<file path="src/rtl/tft_pixel_writer.sv">
// tft_pixel_writer: pops RGB565 pixels from a sync FIFO and writes one frame
// (RAMWR command + H_PIXELS*V_PIXELS pixels) onto an 8080-style TFT bus.
module tft_pixel_writer #(
    parameter int unsigned           DATA_WIDTH = 16,
    parameter int unsigned           H_PIXELS   = 256,
    parameter int unsigned           V_PIXELS   = 256,
    parameter int unsigned           WR_LOW     = 2,
    parameter int unsigned           WR_HIGH    = 2,
    parameter logic [DATA_WIDTH-1:0] RAMWR_CMD  = 16'h002C
) (
    input  logic                  clk,
    input  logic                  reset,
    input  logic                  start,
    input  logic                  fifo_empty,
    output logic                  fifo_rd_en,
    input  logic [DATA_WIDTH-1:0] fifo_data,
    output logic                  lcd_cs_n,
    output logic                  lcd_rs,
    output logic                  lcd_wr_n,
    output logic                  lcd_rd_n,
    output logic [DATA_WIDTH-1:0] lcd_data,
    output logic                  busy,
    output logic                  frame_done
);

    localparam int unsigned XW = (H_PIXELS > 1) ? $clog2(H_PIXELS) : 1;
    localparam int unsigned YW = (V_PIXELS > 1) ? $clog2(V_PIXELS) : 1;
    localparam int unsigned PW = 8;

    localparam logic [XW-1:0] X_LAST  = XW'(H_PIXELS - 1);
    localparam logic [YW-1:0] Y_LAST  = YW'(V_PIXELS - 1);
    localparam logic [PW-1:0] LO_LAST = PW'(WR_LOW - 1);
    localparam logic [PW-1:0] HI_LAST = PW'(WR_HIGH - 1);

    typedef enum logic [2:0] {
        IDLE,
        CMD_LO,
        CMD_HI,
        POP,
        FETCH,
        PIX_LO,
        PIX_HI,
        DONE
    } state_t;

    state_t                r_state;
    logic [XW-1:0]         r_x;
    logic [YW-1:0]         r_y;
    logic [PW-1:0]         r_phase;
    logic                  r_cs_n;
    logic                  r_rs;
    logic                  r_wr_n;
    logic [DATA_WIDTH-1:0] r_data;
    logic                  r_busy;
    logic                  r_done;

    // Pop only while waiting for a pixel and the FIFO has one; decoded from registered state.
    assign fifo_rd_en = (r_state == POP) && !fifo_empty;

    assign lcd_cs_n   = r_cs_n;
    assign lcd_rs     = r_rs;
    assign lcd_wr_n   = r_wr_n;
    assign lcd_rd_n   = 1'b1;
    assign lcd_data   = r_data;
    assign busy       = r_busy;
    assign frame_done = r_done;

    // Frame sequencer: command write, then per pixel pop/fetch/strobe-low/strobe-high.
    always_ff @(posedge clk) begin
        if (reset) begin
            r_state <= IDLE;
            r_x     <= '0;
            r_y     <= '0;
            r_phase <= '0;
            r_cs_n  <= 1'b1;
            r_rs    <= 1'b1;
            r_wr_n  <= 1'b1;
            r_data  <= '0;
            r_busy  <= 1'b0;
            r_done  <= 1'b0;
        end else begin
            r_done <= 1'b0;
            case (r_state)
                IDLE: begin
                    if (start) begin
                        r_state <= CMD_LO;
                        r_data  <= RAMWR_CMD;
                        r_rs    <= 1'b0;
                        r_cs_n  <= 1'b0;
                        r_wr_n  <= 1'b0;
                        r_busy  <= 1'b1;
                        r_x     <= '0;
                        r_y     <= '0;
                        r_phase <= '0;
                    end
                end
                CMD_LO: begin
                    if (r_phase == LO_LAST) begin
                        r_phase <= '0;
                        r_wr_n  <= 1'b1;
                        r_state <= CMD_HI;
                    end else begin
                        r_phase <= r_phase + PW'(1);
                    end
                end
                CMD_HI: begin
                    if (r_phase == HI_LAST) begin
                        r_phase <= '0;
                        r_state <= POP;
                    end else begin
                        r_phase <= r_phase + PW'(1);
                    end
                end
                POP: begin
                    if (!fifo_empty) begin
                        r_state <= FETCH;
                    end
                end
                FETCH: begin
                    // Popped word is valid now; bus data and strobe change together.
                    r_data  <= fifo_data;
                    r_rs    <= 1'b1;
                    r_wr_n  <= 1'b0;
                    r_phase <= '0;
                    r_state <= PIX_LO;
                end
                PIX_LO: begin
                    if (r_phase == LO_LAST) begin
                        r_phase <= '0;
                        r_wr_n  <= 1'b1;
                        r_state <= PIX_HI;
                    end else begin
                        r_phase <= r_phase + PW'(1);
                    end
                end
                PIX_HI: begin
                    if (r_phase == HI_LAST) begin
                        r_phase <= '0;
                        if ((r_x == X_LAST) && (r_y == Y_LAST)) begin
                            r_state <= DONE;
                            r_done  <= 1'b1;
                            r_cs_n  <= 1'b1;
                            r_busy  <= 1'b0;
                        end else begin
                            if (r_x == X_LAST) begin
                                r_x <= '0;
                                r_y <= r_y + YW'(1);
                            end else begin
                                r_x <= r_x + XW'(1);
                            end
                            r_state <= POP;
                        end
                    end else begin
                        r_phase <= r_phase + PW'(1);
                    end
                end
                DONE: begin
                    r_state <= IDLE;
                end
                default: begin
                    r_state <= IDLE;
                end
            endcase
        end
    end

endmodule

</file>
<file path="config.mk">
export PLATFORM = sky130hd
export DESIGN_NAME = tft_pixel_writer
export DESIGN_NICKNAME = d
export VERILOG_FILES = /design/src/rtl/tft_pixel_writer.sv
export SDC_FILE = /design/constraint.sdc
export NUM_CORES = 1
export LEC_CHECK = 0
export CAP_MARGIN = 20
export CORE_ASPECT_RATIO = 0.6
export CORE_UTILIZATION = 30
export CTS_BUF_LIST = sky130_fd_sc_hd__clkbuf_2 sky130_fd_sc_hd__clkbuf_4 sky130_fd_sc_hd__clkbuf_8
export CTS_CLUSTER_DIAMETER = 50
export DETAILED_ROUTE_END_ITERATION = 6
export SLEW_MARGIN = 20
export SYNTH_ARGS = -nofsm -noshare
export SYNTH_HDL_FRONTEND = slang
export SYNTH_SLANG_ARGS = --single-unit
</file>
<file path="constraint.sdc">
create_clock -name clk -period 2.2 [get_ports clk]
set_clock_uncertainty 0.2 [all_clocks]
set_input_delay 0.22 -clock clk [delete_from_list [all_inputs] [get_ports clk]]
set_output_delay 0.22 -clock clk [all_outputs]
set_load 0.02 [all_outputs]
</file>
# Word-level counts from Yosys, hierarchy flattened
# Cells that the tools add are included.
# totals
regBits	48
latchBits	0
ramBits	0
romBits	0
wordCells	86
memories	0
# classes
add_sub_neg	3
multipliers	0
n_div	0
order_cmp	0
eq_ne	20
n_shift	0
muxes	33
n_bitwise	2
reduce_logical	18
# ops
cell	count
2-to-1 mux 8 bit	8
one-hot mux 16 bit (2 select lines)	1
one-hot mux 8 bit (2 select lines)	2
adder 8 x 1 -> 8 bit (second input constant)	3
one-hot mux 3 bit (8 select lines)	1
one-hot mux 8 bit (3 select lines)	1
2-to-1 mux 3 bit	7
!= test 2 bit (second input constant)	9
== test 8 bit (second input constant)	2
2-to-1 mux 16 bit	1
== test 3 bit (second input constant)	4
== test 8 x 1 -> 1 bit (second input constant)	1
2-to-1 mux 1 bit	8
AND reduction 4 bit	2
== test 3 x 2 -> 1 bit (second input constant)	2
one-hot mux 1 bit (2 select lines)	3
AND reduction 6 bit	1
nonzero test 3 bit	2
AND reduction 5 bit	1
AND reduction 2 bit	2
nonzero test 2 bit	2
OR reduction 4 bit	1
== test 3 x 1 -> 1 bit (second input constant)	1
zero test 3 bit	1
other kinds (8)	10

# Longest topological paths before layout
# Gate-level depths: netlist (run 1).
# depth
ltp_word	5
ltp_mapped	9

# Worst setup path before layout (run 1)
# Ideal clock, no wire load.
# synth_path
path_type	reg2reg
startpoint	reg r_phase[0]
endpoint	reg r_y[5]
setup_time_ps	74
arrival_ps	2033
required_time_ps	1926
path_slack_ps	-107
stages_incl_launch_ff	7
path_buffers	0
period_less_slack_ps	2307
cell_sequence	dfxtp_1 > ha_1 > or4b_4 > nor4_4 > nand2_1 > or4_1 > a31oi_1
# synth_between
elab_chain_cells	3
# synth_rtl
element	line_no	text
start: declaration	49	logic [PW-1:0] r_phase;
start signal: assignment	103	r_phase <= r_phase + PW'(1);
start signal: assignment	111	r_phase <= r_phase + PW'(1);
start signal: assignment	133	r_phase <= r_phase + PW'(1);
== test 8 x 1 -> 1 bit	137	if (r_phase == HI_LAST) begin
!= test 2 bit (no source line)	-	
AND reduction 5 bit (no source line)	-	
end signal: assignment	147	r_y <= r_y + YW'(1);
end: declaration	48	logic [YW-1:0] r_y;
# No other way between the ends.
# A chain may end at the register's enable or synchronous reset.

# Worst setup path after layout (run 1)
# layout_path
startpoint	reg r_phase[1]
endpoint	reg r_y[5]
# The elaborated chain is that of the path after synthesis.

==> results of run 1 <==
[metrics by stage]
| step | cells | instance area [um^2] | worst slack (ns) | setup TNS (ns) |
|---|---|---|---|---|
| 6_report | 442 | 3220 | 0.0413 | 0 |
| 5_1_grt | 442 | 3220 | -0.112 | -0.140 |
| 4_1_cts | 440 | 3150 | 0.0182 | 0 |
| 3_5_place_dp | 432 | 3040 | -0.0427 | -0.0819 |
| 3_3_place_gp | 432 | 3040 | 0.0164 | 0 |
| 2_1_floorplan | 263 | 2270 | 0.0406 | 0 |
[sequential cells by signal, indices dropped and copies added (netlist names)]
signal / cells
lcd_cs_n: 1
lcd_data: 16
r_x: 8
lcd_rs: 1
busy: 1
lcd_wr_n: 1
r_phase: 8
r_y: 8
frame_done: 1
r_state: 3
[area by class of cell]
class / count / area (um^2) / area share
repair buffers: 78 / 699 / 0.217
clock buffers: 6 / 82.6 / 0.0257
well taps: 104 / 130 / 0.0405
clock inverters: 2 / 15.0 / 0.00467
inverters: 7 / 26.3 / 0.00817
multi-input cells: 197 / 1300 / 0.404
flip-flops and latches: 48 / 963 / 0.299
[power groups by stage]
| stage | sequential, W | combinational (W) | clock [W] |
|---|---|---|---|
| after global placement | 0.00102 | 0.00103 | 0 |
| after detailed placement | 0.00102 | 0.00104 | 0 |
| after CTS | 0.000999 | 0.00105 | 0.000577 |
| after floorplan | 0.00108 | 0.000515 | 0 |
| after global routing | 0.00102 | 0.00121 | 0.000616 |
| final | 0.00101 | 0.00111 | 0.000563 |
[path summary, 6_finish.rpt]
check,end,slack [ns]
worst max-delay path,r_y[5],0.04
worst min-delay path,r_x[1],0.28
worst max register to register,r_y[5],0.04
worst min register to register,r_x[1],0.28
[logic make-up (layout without fill, tap and decap cells)]
| group | after synthesis | in the layout | synth area share |
|---|---|---|---|
| simple gates | 111 | 111 | 0.253 |
| other cells | 1 | 1 | 0.00166 |
| fa+ha+maj | 9 | 9 | 0.0497 |
| flops | 48 | 48 | 0.424 |
| compound gates | 67 | 67 | 0.204 |
| xor+xnor | 8 | 8 | 0.0309 |
| buf+inv | 18 | 93 | 0.0315 |
| mux | 1 | 1 | 0.00442 |
[per-layer routing]
metal | vias to the layer above | GRT usage
li1 | 1113 | -
met1 | 1015 | 0.230
met2 | 49 | 0.213
met3 | 5 | 0.0393
met4 | 0 | 0.0390
met5 | - | 0
[cells in the mapped netlist (all sizes together), types with 2 or more instances]
master and number:
dfxtp 48, nor2 42, nand2 16, a21oi 15, a22oi 14, o21ai 11
clkbuf 10, ha 9, nand3 8, nand4 8, inv 6, nor3 6
xor2 6, and3 5, or3 5, a211oi 4, nor3b 4, a31oi 3
a32o 3, and2 3, nor4 3, o221a 3, or4 3, a211o 2
a21o 2, a311oi 2, nand4b 2, o211ai 2, o31ai 2, or2 2
xnor2 2
[what timing repair did]
| action | in CTS | in global routing |
|---|---|---|
| setup endpoints to repair | 3 | 8 |
| buffers inserted | 0 | 2 |
| hold buffers | 0 | 0 |
| pin swaps | 0 | 2 |
| gates resized for setup | 5 | 12 |
[worst max-delay path: cells and delay by family (launching register included)]
kind	cells	cell delay (ns)
compound gates	1	0.16
fa+ha+maj	1	0.14
buf+inv	1	0.05
flops	1	0.32
simple gates	4	1.24
==> run_results.csv, run 1 <==
group,metric,value,unit
worst_setup_path,critPathSlowestCell,"or4b_4",
grt,grt_max_degree,16,
worst_setup_path,required,2.24,ns
placement,hpwl,4310,um
clocking,htreeDepth,2,
final_layout,layout_common_cells,"dfxtp_1, nor2_1, clkdlybuf4s50_1",
timing,hold_slack,0.283,ns
power,power,0.00268,W
timing,hold_viol,0,
worst_setup_path,cp_max_fo,2,
synth,syn_area,2260,um^2
grt,gr-total-overflow,0,
die,core,7300,um^2
die,ios,43,
drt,dr.max_layer_used,"met4",
drt,route.detailed.drc,0,
worst_setup_path,startpoint_type,"flop",
final_layout,syn_to_final_growth,42.0,%
timing,setup_violations,0,
final_layout,n_antenna_cell,0,
final_layout,mostFrequentLayoutCell,"dfxtp_1",
final_layout,final_util,0.441,
worst_setup_path,cp_cell_sequence,"inv_1, ha_1, or4b_4, nor4_4, nand2_1, or4_1, a31oi_1",
timing,maxSlewHeadroom,0.637,
clocking,clkTransAtPathRegs,0.09,ns
drt,ant_nets,0,
run_status,outcome,"finished, final reports clean",
drt,via_count,2182,
final_layout,nets,366,
grt,grt_usage,0.153,
die,std_cell_rows,24,
worst_setup_path,worst-setup-path-type,"reg -> reg",
power,power_frac_comb,0.414,
synth,synth_top_area_cell,"dfxtp_1",
hold_path,min_path_cells,2,
power,p_per_area,832,nW/um^2
worst_setup_path,cp_slowest_stage_delay,0.49,ns
worst_setup_path,critPathCaptureType,"flop",
synth,synth_top_area_share,0.424,
clocking,cts_buffer_depth,2,
synth,synthCells,263,
power,pwr-share-seq,0.376,
synth,synth.avg_cell_area,8.61,um^2
synth,synth_edf_count,0,
die,initial_core_util,0.310,
drt,wire_per_inst,13.0,um
die,dieArea,7910,um^2
timing,finalCritPeriodShare,0.981,
worst_setup_path,startpoint,"r_phase[1]",
clocking,cts_buffers,5,
placement,globalplace.congestion,0.891,
worst_setup_path,rr_worst_depth,7,
power,internal-power,0.00174,W
hold_path,hold_start,"r_x[1]",
die,dieWidth,114,um
clocking,cts_tree,"done",
grt,grt_pass1_wl,9670,um
drt,route.met2.wl,2290,um
drt,met1Wirelength,3130,um
timing,rsz0062_at_grt,"yes",
power,p_sw,0.000935,W
synth,async_reset_ff_frac,0,
drt,wl_met3,284,um
synth,ys_types,46,
timing,period_minus_slack,2.16,ns
clocking,cts_root_buf,"clkbuf_8",
synth,synth_nets,292,
clocking,clkLatencyLatePin,0.30,ns
final_layout,drive_gt1_frac,0.195,
synth,synth_seq_cells,48,
worst_setup_path,cp.arrival,2.20,ns
grt,grt_pass1_vias,2082,
drt,drt-total-wl,5770,um
final_layout,fillCellCount,740,
drt,dr.pass1.iters,5,
drt,first_iter_violations,144,
run,maxCapViolCount,0,
worst_setup_path,worstReg2RegStart,"r_phase[1]",
synth,seq_area_frac_synth,0.424,
timing,worst_slew_pin_slew,0.545,ns
synth,synth_top_cells_by_area,"dfxtp_1, nor2_1, ha_1",
clocking,clkSinkCount,48,
power,leakage,1.18,nW
power,ir_drop,0.000399,V
hold_path,hp-class,"reg -> reg",
grt,antenna_found_initial,0,
die,die-height,69.3,um
synth,yosys_warnings,0,
power,switching_share,0.349,
timing,fmax,463,MHz
placement,port_buffers,41,
synth,synth_ff_type,"dfxtp_1",
power,clockPowerShare,0.210,
drt,via_per_inst,4.94,
timing,slew_viol_final,0,
No activity file was read; power rests on OpenSTA's default activity.
==> run 2, diff against run 1 <==
- clock period: 2.2 -> 2.07 ns (I/O delays scaled with it)
==> run 2 against run 1 <==
Net effect:
- the run now ends with negative setup slack left
- first-iteration DRC count grew 5.6%
- clock-buffer cell count decreased by 1
- via count up 4.9%
- clock power up 4%
- largest cell class unchanged
==> run_results.csv, run 2 (synthesis gave the netlist of run 1 again) <==
group,metric,value,unit
final_layout,largest_reg_flops,16,
final_layout,layout_common_cells,"buf_4, clkdlybuf4s50_1, nor2_1",
power,power_frac_comb,0.438,
final_layout,layoutNonFillerInstCount,456,
drt,route.detailed.drc,0,
placement,placed_cells,439,
worst_setup_path,cp.arrival,2.18,ns
die,dieArea,7910,um^2
clocking,clkLatencyLatePin,0.32,ns
grt,grt_pass1_wl,10100,um
timing,period_minus_slack,2.12,ns
grt,antenna_found_initial,0,
worst_setup_path,required,2.12,ns
worst_setup_path,critPathCaptureType,"flop",
timing,setup_slack,-0.0507,ns
drt,via_count,2288,
die,core,7300,um^2
hold_path,hp-class,"reg -> reg",
timing,rsz0062_at_grt,"yes",
timing,setup_violations,3,
clocking,clkSinkCount,48,
timing,hold_slack,0.283,ns
grt,gr-total-overflow,0,
timing,fmax,472,MHz
power,p_sw,0.00108,W
run,maxCapViolCount,0,
power,power,0.00298,W
worst_setup_path,worst-setup-path-type,"reg -> reg",
die,std_cell_rows,24,
clocking,cts_tree,"done",
timing,finalCritPeriodShare,1.02,
power,switching_share,0.363,
placement,port_buffers,41,
power,clockPowerShare,0.196,
drt,ant_nets,0,
timing,slew_viol_final,0,
placement,pre_cts_ws,-0.0927,ns
clocking,cts_root_buf,"clkbuf_8",
power,leakage,1.29,nW
grt,grt_pass1_vias,2068,
die,die-height,69.3,um
final_layout,mostFrequentLayoutCell,"buf_4",
placement,globalplace.congestion,0.795,
drt,via_per_inst,5.02,
final_layout,syn_to_final_growth,53.2,%
run_status,outcome,"complete, but fails checks",
clocking,cts_buffers,5,
grt,grt_usage,0.166,
die,ios,43,
final_layout,n_antenna_cell,0,
drt,drt-total-wl,6470,um
die,dieWidth,114,um
clocking,htreeDepth,2,
final_layout,drive_gt1_frac,0.310,
grt,grt_max_degree,19,
drt,dr.pass1.iters,4,
placement,hpwl,4550,um
power,p_per_area,858,nW/um^2
final_layout,nets,380,
die,initial_core_util,0.310,
worst_setup_path,cp_max_fo,3,
clocking,cts_buffer_depth,2,
power,ir_drop,0.000570,V
timing,tns,-0.0780,ns
drt,wire_per_inst,14.2,um
clocking,clkTransAtPathRegs,0.10,ns
worst_setup_path,startpoint_type,"flop",
final_layout,fillCellCount,693,
power,pwr-share-seq,0.367,
drt,first_iter_violations,152,
run_status,violations,"negative setup slack",
timing,hold_viol,0,
clocking,cts-hold-fix-buffers,0,
power,internal-power,0.00190,W
## run 2: cell types whose count changed in the layout (fill, tap and decap cells not counted), moves of 3 or more
cell / delta
dfxtp_1: -8
nor2_2: +3
buf_4: +11
buf_6: +3
dfxtp_2: +6
a21oi_1: -3
ha_1: -3
nor2_1: -3
## run 2: per-stage QoR
step	instance area (um^2)	util
after detailed placement	3110	0.427
after global routing	3470	0.475
after floorplan	2310	-
final	3470	0.475
after global placement	3110	0.427
after CTS	3260	0.446
## run 2: cell type report
| class | instances | area [um^2] | area share |
|---|---|---|---|
| Sequential cell | 48 | 978 | 0.282 |
| Inverter | 7 | 28.8 | 0.00829 |
| Tap cell | 104 | 130 | 0.0375 |
| Clock buffer | 5 | 68.8 | 0.0198 |
| Timing Repair Buffer | 92 | 812 | 0.234 |
| Clock inverter | 3 | 18.8 | 0.00541 |
| Multi-Input combinational cell | 197 | 1430 | 0.413 |
## run 2: metal layers
| metal | global-route usage | up-vias | routed length, um |
|---|---|---|---|
| li1 | - | 1141 | - |
| met1 | 0.253 | 1095 | 3510 |
| met2 | 0.213 | 44 | 2610 |
| met3 | 0.0516 | 8 | 270 |
| met4 | 0.0620 | 0 | 85 |
| met5 | 0 | - | 0 |
## run 2: worst max-delay path: stages (launching register included)
cell,delay [ns]
dfxtp_2,0.33
inv_2,0.06
ha_4,0.12
or4b_4,0.48
nor4_4,0.22
nand2_1,0.10
or4_1,0.41
a31oi_1,0.17
## run 2: repair_timing
action / CTS / global route
pin swaps: 4 / 9
setup endpoints to repair: 5 / 24
gates resized for setup: 9 / 44
setup buffers: 2 / 7
## run 2: worst paths after layout
check	start	to	slack [ns]	depth (start not counted)
max	r_phase[1]	r_y[5]	-0.05	7
max reg2reg	r_phase[1]	r_y[5]	-0.05	7
min	lcd_rs	lcd_rs	0.28	2
min reg2reg	lcd_rs	lcd_rs	0.28	2
## run 2: power groups by stage
stage	combinational [W]	clock (W)	sequential, W
global route	0.00142	0.000635	0.00110
floorplan	0.000573	0	0.00116
global placement	0.00112	0	0.00109
CTS	0.00121	0.000600	0.00108
finish	0.00130	0.000583	0.00109
detailed placement	0.00112	0	0.00109
==> run 3, diff against run 2 <==
- CORE_UTILIZATION: 30 -> 54
- MAX_ROUTING_LAYER: unset -> met4
- PLACE_DENSITY: unset -> 0.82
==> run 3 against run 2 <==
Net effect:
- the flow finishes with violations (design-rule violations, negative setup slack)
- sequential cell count is the same
- register-to-register slack lost 0.22 ns
- sequential share of layout area shrank 0.54 points
- clock-buffer cell count grew 1
- routed wire length grew 50%
- critical path depth is the same
- setup slack lost 0.22 ns
- global-route usage grew 20 points
- combinational power grew 25%
- largest cell class unchanged
- largest power group unchanged
==> run_results.csv, run 3 (synthesis gave the netlist of run 1 again) <==
group,metric,value,unit
run_status,outcome,"complete, but fails checks",
run_status,violations,"design-rule violations, negative setup slack",
drt,via_per_inst,6.92,
die,std_cell_rows,17,
worst_setup_path,cp.arrival,2.37,ns
final_layout,mostFrequentLayoutCell,"buf_4",
placement,pre_cts_ws,-0.119,ns
timing,slew_viol_final,0,
final_layout,fillCellCount,134,
clocking,cts_root_buf,"clkbuf_8",
drt,dr.pass1.iters,7,
drt,drt-total-wl,9680,um
power,ir_drop,0.000659,V
final_layout,largest_reg_flops,16,
placement,globalplace.congestion,0.920,
placement,hpwl,4870,um
timing,rsz0062_at_grt,"yes",
worst_setup_path,rr_worst_depth,7,
grt,gr-total-overflow,0,
clocking,cts_tree,"done",
final_layout,layout_common_cells,"buf_4, dfxtp_1, clkdlybuf4s50_1",
grt,grt_pass1_wl,11800,um
grt,antenna_found_initial,0,
power,power,0.00343,W
grt,grt_usage,0.363,
worst_setup_path,startpoint,"r_state[1]",
worst_setup_path,rrSetupSlack,-0.27,ns
power,leakage,1.34,nW
die,core,3830,um^2
worst_setup_path,worstReg2RegStart,"r_state[1]",
die,dieArea,4470,um^2
clocking,clkLatencyLatePin,0.32,ns
grt,grt_max_degree,18,
drt,ant_nets,0,
hold_path,hp-class,"reg -> reg",
worst_setup_path,critPathCaptureType,"flop",
clocking,clkSinkCount,48,
timing,hold_slack,0.306,ns
timing,worst_slew_pin_slew,0.629,ns
final_layout,syn_to_final_growth,55.4,%
worst_setup_path,rr_endpoint,"r_x[5]",
placement,port_buffers,41,
clocking,htreeDepth,2,
timing,setup_slack,-0.271,ns
timing,hold_viol,0,
final_layout,nets,387,
worst_setup_path,crit_end,"r_x[5]",
clocking,cts_buffers,5,
clocking,cts-hold-fix-buffers,0,
clocking,clkTransAtPathRegs,0.09,ns
power,p_per_area,974,nW/um^2
timing,setup_violations,13,
die,die-height,52.2,um
grt,grt_pass1_vias,2403,
drt,route.detailed.drc,7,
worst_setup_path,required,2.10,ns
timing,finalCritPeriodShare,1.13,
timing,fmax,427,MHz
timing,period_minus_slack,2.34,ns
drt,first_iter_violations,382,
drt,via_count,2810,
drt,wire_per_inst,23.8,um
worst_setup_path,worst-setup-path-type,"reg -> reg",
die,initial_core_util,0.592,
clocking,cts_buffer_depth,2,
worst_setup_path,startpoint_type,"flop",
die,dieWidth,85.6,um
final_layout,drive_gt1_frac,0.326,
timing,maxSlewHeadroom,0.580,
final_layout,regArea,973,um^2
worst_setup_path,cp_max_fo,5,
die,ios,43,
final_layout,n_antenna_cell,0,
run,maxCapViolCount,0,
final_layout,multiInputGateArea,1470,um^2
[run 3: cell count changes in the layout (fill, tap and decap cells not counted), moves of 4 or more]
| cell | delta |
|---|---|
| dfxtp_1 | +4 |
| dfxtp_2 | -4 |
| o21ai_0 | -6 |
| buf_6 | +4 |
| o21ai_1 | +5 |
[run 3: routing by layer]
metal / vias up / wire (um) / track usage
met1: 1329 / 3650 / 0.447
met4: 0 / 408 / 0.153
met3: 52 / 1170 / 0.0873
met2: 268 / 4450 / 0.580
met5: - / 0 / -
li1: 1161 / - / -
[run 3: worst max-delay path: stages (launching register included)]
cell and delay (ns):
dfxtp_4 0.38, inv_2 0.06, ha_2 0.19, and3b_2 0.23
nor2_2 0.08, a211o_1 0.33, or4_1 0.54, a21oi_1 0.24
[run 3: power by group]
group	switching [W]	total [W]	internal [W]
Sequential	0.0000801	0.00110	0.00102
Combinational	0.000854	0.00162	0.000768
Clock	0.000330	0.000702	0.000372
Total	0.00126	0.00343	0.00216
[run 3: worst min-delay path by stage]
stage,from,end,slack (ns),depth (start not counted)
CTS,lcd_rs,lcd_rs,0.29,2
global placement,lcd_rs,lcd_rs,0.25,2
finish,lcd_rs,lcd_rs,0.31,2
global route,lcd_rs,lcd_rs,0.33,2
detailed placement,lcd_rs,lcd_rs,0.27,2
floorplan,fifo_data[0],lcd_data[0],0.16,2
[run 3: area by class of cell]
type,count,area share
multi-input combinational,197,0.417
tap,47,0.0167
sequential,48,0.277
inverter,7,0.00747
clock inverter,2,0.00995
timing repair buffer,99,0.251
clock buffer,6,0.0217
[run 3: what timing repair did]
action                                  CTS  global route
pin swaps                                 7            15
endpoints found under the setup margin   17            26
setup buffers                             5             6
resized for setup                        17            46
[run 3: stage by stage]
step / utilization / setup TNS (ns) / cell area, um^2 / instances
final: 0.919 / -1.17 / 3520 / 406
after floorplan: - / 0 / 2310 / 263
after CTS: 0.860 / -0.202 / 3290 / 400
after detailed placement: 0.808 / -0.513 / 3090 / 387
after global routing: 0.919 / -2.17 / 3520 / 406
after global placement: 0.808 / -0.174 / 3090 / 387
